===== src/rtl/ysyx_25020037_icache_l1.sv =====
// ysyx_25020037_icache_l1
// Direct-mapped, one-word-per-line L1 instruction cache placed in front of the IFU.
// A lookup either returns a one-cycle hit pulse with held data, or raises mem_req so the
// IFU fetches over AXI. While it waits, the cache snoops the returning beat to refill the line.
// A fence.i flush invalidates every line. Hit and miss counters are kept for performance work.
module ysyx_25020037_icache_l1 #(
  parameter int INDEX_W = 4,
  parameter int TAG_W   = 30 - INDEX_W
) (
  input  logic        clk,
  input  logic        rst,
  input  logic [31:0] pc,
  input  logic        icache_req,
  input  logic        flush,
  output logic        icache_hit,
  output logic [31:0] icache_data,
  output logic        icache_ready,
  output logic        mem_req,
  input  logic        mem_ready,
  input  logic [31:0] rdata,
  output logic [31:0] hit_cnt,
  output logic [31:0] miss_cnt
);

  localparam int LINES = 1 << INDEX_W;

  typedef enum logic [1:0] {
    IDLE,
    LOOKUP,
    MISS
  } state_t;

  state_t state;
  state_t state_next;

  // The byte offset of a word fetch carries no information for this cache.
  logic unused_pc_bits;
  assign unused_pc_bits = ^pc[1:0];

  // Word address of the request being served (pc[31:2]).
  logic [29:0]        req_addr;
  logic [INDEX_W-1:0] req_idx;
  logic [TAG_W-1:0]   req_tag;

  assign req_idx = req_addr[INDEX_W-1:0];
  assign req_tag = req_addr[INDEX_W +: TAG_W];

  // Line storage: only the valid bits need a reset value.
  logic [LINES-1:0] valid;
  logic [TAG_W-1:0] tag_arr  [LINES];
  logic [31:0]      data_arr [LINES];

  // Remembers a flush that arrived while a refill was outstanding, so the
  // refilled line is not marked valid with pre-flush contents.
  logic flush_seen;

  // Per-cycle decisions shared by the next-state logic and the datapath.
  logic lookup_hit;
  logic take_req;
  logic do_hit;
  logic do_miss;
  logic do_refill;

  // State register; reset abandons any refill in progress.
  always_ff @(posedge clk or negedge rst) begin
    if (!rst) begin
      state <= IDLE;
    end else begin
      state <= state_next;
    end
  end

  // Next-state selection for the IDLE / LOOKUP / MISS sequence.
  always_comb begin
    state_next = state;
    case (state)
      IDLE: begin
        if (take_req) begin
          state_next = LOOKUP;
        end
      end
      LOOKUP: begin
        if (do_hit) begin
          state_next = IDLE;
        end else begin
          state_next = MISS;
        end
      end
      MISS: begin
        if (do_refill) begin
          state_next = IDLE;
        end
      end
      default: begin
        state_next = IDLE;
      end
    endcase
  end

  // Decode the current state into strobes; a flush in the lookup cycle forces a miss.
  always_comb begin
    lookup_hit   = valid[req_idx] && (tag_arr[req_idx] == req_tag) && !flush;
    take_req     = 1'b0;
    do_hit       = 1'b0;
    do_miss      = 1'b0;
    do_refill    = 1'b0;
    icache_ready = 1'b1;
    case (state)
      IDLE: begin
        take_req = icache_req;
      end
      LOOKUP: begin
        do_hit       = lookup_hit;
        do_miss      = !lookup_hit;
        icache_ready = 1'b0;
      end
      MISS: begin
        do_refill = mem_ready;
      end
      default: begin
        icache_ready = 1'b1;
      end
    endcase
  end

  // Capture the fetch address only when a new lookup is accepted.
  always_ff @(posedge clk or negedge rst) begin
    if (!rst) begin
      req_addr <= '0;
    end else if (take_req) begin
      req_addr <= pc[31:2];
    end
  end

  // Valid bits: refill sets the line unless a flush intervened; a flush always wins.
  always_ff @(posedge clk or negedge rst) begin
    if (!rst) begin
      valid <= '0;
    end else begin
      if (do_refill) begin
        valid[req_idx] <= !flush_seen;
      end
      if (flush) begin
        valid <= '0;
      end
    end
  end

  // Track flushes seen since the current miss began.
  always_ff @(posedge clk or negedge rst) begin
    if (!rst) begin
      flush_seen <= 1'b0;
    end else if (do_miss) begin
      flush_seen <= 1'b0;
    end else if ((state == MISS) && flush) begin
      flush_seen <= 1'b1;
    end
  end

  // Tag and data arrays take the snooped AXI beat even when the line stays invalid.
  always_ff @(posedge clk) begin
    if (do_refill) begin
      tag_arr[req_idx]  <= req_tag;
      data_arr[req_idx] <= rdata;
    end
  end

  // Hit pulse and held instruction word; a refill leaves icache_data untouched.
  always_ff @(posedge clk or negedge rst) begin
    if (!rst) begin
      icache_hit  <= 1'b0;
      icache_data <= '0;
    end else begin
      icache_hit <= do_hit;
      if (do_hit) begin
        icache_data <= data_arr[req_idx];
      end
    end
  end

  // Miss handshake toward the IFU: raised on a miss, dropped when the beat returns.
  always_ff @(posedge clk or negedge rst) begin
    if (!rst) begin
      mem_req <= 1'b0;
    end else if (do_miss) begin
      mem_req <= 1'b1;
    end else if (do_refill) begin
      mem_req <= 1'b0;
    end
  end

  // Free-running wrap-around performance counters, one step per completed lookup.
  always_ff @(posedge clk or negedge rst) begin
    if (!rst) begin
      hit_cnt  <= '0;
      miss_cnt <= '0;
    end else begin
      if (do_hit) begin
        hit_cnt <= hit_cnt + 32'd1;
      end
      if (do_miss) begin
        miss_cnt <= miss_cnt + 32'd1;
      end
    end
  end

endmodule

===== config.mk =====
export PLATFORM = sky130hd
export DESIGN_NAME = ysyx_25020037_icache_l1
export DESIGN_NICKNAME = d
export VERILOG_FILES = /design/src/rtl/ysyx_25020037_icache_l1.sv
export SDC_FILE = /design/constraint.sdc
export NUM_CORES = 1
export LEC_CHECK = 0
export ABC_CLOCK_PERIOD_IN_PS = 5580
export CORE_UTILIZATION = 23
export CTS_CLUSTER_SIZE = 25
export DETAILED_ROUTE_END_ITERATION = 16
export PLACE_DENSITY = 0.45
export SYNTH_ARGS = -nofsm -noshare
export SYNTH_HDL_FRONTEND = slang
export SYNTH_SLANG_ARGS = --single-unit

===== constraint.sdc =====
create_clock -name clk -period 5.58 [get_ports clk]
set_input_delay 0.837 -clock clk [delete_from_list [all_inputs] [get_ports clk]]
set_output_delay 0.837 -clock clk [all_outputs]
set_load 0.02 [all_outputs]

Yosys cells after proc, flatten, opt, wreduce, memory -nomap -nowiden --
Memories as Yosys holds them, arrays and structs flattened. A register that Yosys moved wholly into a read port is not among the register bits. Index checks and enable logic that the tools add are counted. Widths: inputs -> output; s select.
Storage, ports and cells: register bits 115, RAM bits 928, input bits 69, output and inout port bits 99, word-level logic and storage cells 54, memories 2
Memory list:
- data_arr | depth 16, bits a word 32, read ports 1, clocked after Yosys merged registers in 1, write ports 1, line 51 | logic [31:0] data_arr [LINES];
- tag_arr | depth 16, bits a word 26, read ports 1, clocked after Yosys merged registers in 0, write ports 1, line 50 | logic [TAG_W-1:0] tag_arr [LINES];
Cells by class: add/sub/neg operators 2, $lt $le $gt $ge 2, equal/unequal tests 5, mux-type cells 22, reduce and logical (&&, ||, !) cells 13
Operators with widths (number):
- $add 32x1->32 const B | 2
- $mux 16 | 2
- $eq 26x26->1 | 1
- $bwmux 16 | 1
- $mux 1 | 13
- $mux 2 | 3
- $pmux 2 s3 | 1
- $reduce_bool 2->1 | 3
- $lt 4x5->1 const B | 1
- $bmux 1 s4 | 1
- $demux 1 s4 | 1
- $ge 4x1->1 const B | 1
- $logic_and 1x1->1 | 4
- $logic_not 1->1 | 4
- $ne 2x2->1 const B | 2
- $eq 2x1->1 const B | 1
- $eq 2x2->1 const B | 1
- $logic_not 2->1 | 1
- $reduce_and 2->1 | 1

Longest topological paths before layout --
depth after elaboration 7, gate-level depth with buffers 16, gate-level depth less buffers 9

Worst setup path before layout --
Ideal clock, no wire load.
kind reg-to-reg, start point register req_addr[3], end point register valid[0], setup time 132 ps, arrival 4894 ps, data required time 5448 ps, slack 554 ps, stages on the path, launching flop included 11, path buffers 5, period minus slack after synthesis 5026 ps, cells stage by stage dfrtp_1 buf_2 buf_2 inv_1 buf_2 buf_2 buf_1 nand2_1 nor2_1 mux2i_1 nor2_1
On the way: longest elaborated chain between the ends 7, elaborated cells between the ends (all ways) 8, those cells by class 2 x order compare; 5 x mux; 1 x reduce/logical
RTL lines:
- start, declared | line 41 | logic [29:0] req_addr;
- start signal, assigned | line 131 | req_addr <= pc[31:2];
- $lt 4x5->1 (implied by the code) / $ge 4x1->1 (equally long branches) | line 141 | valid[req_idx] <= !flush_seen;
- $logic_and 1x1->1 (implied by the code) | line 141
- $mux 1 (implied by the code) | line 141
- $demux 1 s4 * | line 141
- $bwmux 16 * | line 141
- $mux 16 * | line 140 | if (do_refill) begin
- $mux 16 * | line 143 | if (flush) begin
- end signal, assigned by index | line 141
- end, declared | line 49 | logic [LINES-1:0] valid;
Every way passes the cells marked *; elsewhere a longest branch is shown, timed or not. The select of a mux whose other input is x is not followed. A chain may end at the register's enable or synchronous reset.

Final worst setup path --
start point register req_addr[0], end point register hit_cnt[18]
On the way: longest elaborated chain between the ends 5, elaborated cells between the ends (all ways) 7, those cells by class 1 x eq/ne; 3 x mux; 2 x reduce/logical; 1 x memory
RTL lines:
- $mem_v2 16x26 / $bmux 1 s4 (equally long branches)
- $eq 26x26->1 / $mux 1 (equally long branches) | line 102 | lookup_hit = valid[req_idx] && (tag_arr[req_idx] == req_tag) && !flush;
- $logic_and 1x1->1 * (2 in series) | line 102
- $mux 1 * | line 108 | case (state)
- end signal, assigned | line 199 | hit_cnt <= hit_cnt + 32'd1;
- end, declared | line 21 | output logic [31:0] hit_cnt,
Marked as above.

==> flow_summary_export.csv <==
group,metric,value,unit
clocking,clk_pin_slew,0.06,ns
setup_path,cp.arrival,5.83,ns
pwr,powerDensity,465,nW/um2
logic_synthesis,ys.flop_type,"edfxtp_1",
sta,worst_slew_pin_slew,1.12,ns
final_layout,area_delta_synth_final,20.5,%
clocking,root_buffer,"clkbuf_16",
clocking,cts_tree,"done",
logic_synthesis,ys_ff_latch,1075,
setup_path,critical_path.max_fanout,38,
die,ioPinCount,168,
clocking,postCtsSetupBuffers,0,
detailed_routing,vias_per_cell,4.35,
setup_path,slowest_delay,1.01,ns
setup_path,worstPathCellList,"nand2b_1, o22ai_1, a221oi_1, xnor2_1, o41ai_1, nand4_1, or4b_4, buf_4, nor4b_1, xor2_1",
placed_design,place_ws,0.361,ns
clocking,cts-buffers-inserted,113,
sta,final.setup.tns,0,ns
flow_run,drv_cap,0,
final_layout,layout.nets,2405,
clocking,ctsHoldBuffers,0,
pwr,power,23600,uW
setup_path,start_kind,"register",
min_path,hp-class,"input pin to asynchronous set/reset pin",
detailed_routing,vias,20874,
die,dieArea,185000,um2
logic_synthesis,synth_nets,2143,
die,die_w,430,um
pwr,peakVddDrop,0.236,mV
sta,maxSlewViolCount,0,
clocking,h-tree-depth,3,
global_route,antenna_found_initial,8,
sta,fin_ws,0.365,ns
final_layout,multi_input_area,10200,um2
logic_synthesis,synthArstFlopShare,13.7,%
sta,hold_viol_final,0,
final_layout,fillers,17915,
placed_design,port_buffers,165,
clocking,worstSkewPairLatency,0.73,ns
die,start_util,23.3,%
setup_path,cp_data_required_time,6.20,ns
logic_synthesis,synth_edf_count,928,
detailed_routing,post-route-drc-count,0,
sta,rsz0062_at_grt,"no",
sta,finClkSkew,0.0313,ns
die,core_area,182000,um2
global_route,grt.total_usage,12.1,%
setup_path,path_delay_family,"simple AND/OR/NAND/NOR gates",
global_route,grt_max_degree,78,
clocking,clk_path_buf_depth,3,
sta,finalCriticalPeriod,5.21,ns
sta,relSlewSlack,24.5,%
detailed_routing,drt-pass1-iter-count,6,
placed_design,place_congestion,0.754,
detailed_routing,drt_iter0_markers,1560,
sta,max_freq,0.192,GHz
logic_synthesis,yosysSeqAreaShare,74.7,%
die,floorplan.die.height,430,um
final_layout,ff_latch_area,31600,um2
logic_synthesis,syn_area,42200,um2
final_layout,fin_area,50900,um2
detailed_routing,ant_nets,0,
global_route,grt.overflow.total,0,
sta,min_period_over_period,93.5,%
die,floorplan.rows,156,
final_layout,drive_gt1_share,24.7,%
placed_design,dp_hpwl,65.5,mm
clocking,cts.repair.resized,0,
logic_synthesis,syn-mean-instance-area,20.4,um2
pwr,cellLeakagePower,0.0164,uW
setup_path,path_buf_inv,1,
global_route,grt_pass1_vias,22694,
final_layout,final_common_cell,"edfxtp_1",
global_route,grt_pass1_wl,164,mm
logic_synthesis,synth_cell_type_count,73,
detailed_routing,wl_per_cell,23.5,um
setup_path,crit_path_top_delay_cell,"o41ai_1",
setup_path,path_class,"register to register",
logic_synthesis,syn_inst,2072,
final_layout,mostFrequentLayoutCells,"edfxtp_1, mux4_2, clkdlybuf4s50_1",
detailed_routing,drt-total-wl,113,mm
sta,setup_viol,0,
setup_path,end_kind,"register",
placed_design,place_area,47300,um2
logic_synthesis,yosysWarnings,0,
clocking,cts_num_sinks,1075,
outcome,outcome,"complete, no violations",
state kept, by name, summed over array words and instances (netlist names):
register     cells
data_arr       512
icache_hit       1
flush_seen       1
icache_data     32
mem_req          1
state            2
hit_cnt         32
miss_cnt        32
valid           16
tag_arr        416
req_addr        30
worst register-to-register path, delay by kind of cell, from the launching register on:
family | cells | cell delay, ns
compound gates | 3 | 1.45
xor+xnor | 2 | 0.38
buf+inv | 1 | 0.31
flops | 1 | 0.96
simple gates | 4 | 2.02
cell usage after synthesis (28+ instances only):
library cell / instances / area share, %
xnor2_1: 34 / 0.71
o21ai_0: 28 / 0.33
nand2_1: 59 / 0.52
clkbuf_1: 43 / 0.38
inv_1: 32 / 0.28
mux2i_1: 59 / 1.4
edfxtp_1: 928 / 66
dfrtp_1: 147 / 8.7
xor2_1: 55 / 1.1
mux4_2: 236 / 13
nor2_1: 50 / 0.44
mux2_2: 86 / 2.3
nor3_1: 32 / 0.38
layer usage:
layer	vias to the layer above	GRT usage (%)	share of wire, %
met1	11269	14.8	42
met5	-	0	0.041
li1	9004	-	-
met4	8	3.79	2.4
met2	431	22.1	53
met3	162	1.60	3.3
final timing paths:
check / endpoint / cells after the start / start / slack, ns
setup / recovery: hit_cnt[18] / 10 / req_addr[0] / 0.37
hold reg to reg: miss_cnt[31] / 1 / miss_cnt[31] / 0.47
setup reg to reg: hit_cnt[18] / 10 / req_addr[0] / 0.37
hold / removal: hit_cnt[10] / 1 / rst / 0.19
max in group asynchronous: flush_seen / 2 / rst / 4.39
min in group clk: miss_cnt[31] / 1 / miss_cnt[31] / 0.47
through the flow:
step | util (%) | hold slack, ns | std cells
finish | 28.0 | 0.190 | 4804
global route | 28.0 | 0.224 | 4802
CTS | 28.0 | 0.178 | 4802
detailed placement | 26.0 | 0.460 | 4589
global placement | 26.0 | 0.456 | 4589
floorplan | - | 0.481 | 2072
area by class of cell:
type	instances	share of cell area, %
Timing Repair Buffer	246	4.77
Clock inverter	61	1.11
Clock buffer	152	5.99
Inverter	32	0.241
Antenna cell	2	0.00984
Multi-Input combinational cell	866	20.0
Sequential cell	1075	62.0
Tap cell	2370	5.83
where the power goes:
part	internal [uW]	switching, uW	leakage (uW)
Sequential	9570	806	0.0102
Clock	4200	3160	0.00173
Combinational	2740	3170	0.00444
cell families after synthesis:
family	share of synthesized area [%]
adders and majority gates	0.0593
xor gates and xnor gates	1.88
DFF	74.7
and+or+nand+nor	3.49
buffers and inverters	1.48
muxes	16.3
AOI/OAI and AO/OA	2.07
Note: power is estimated with default switching activity, not from simulation.
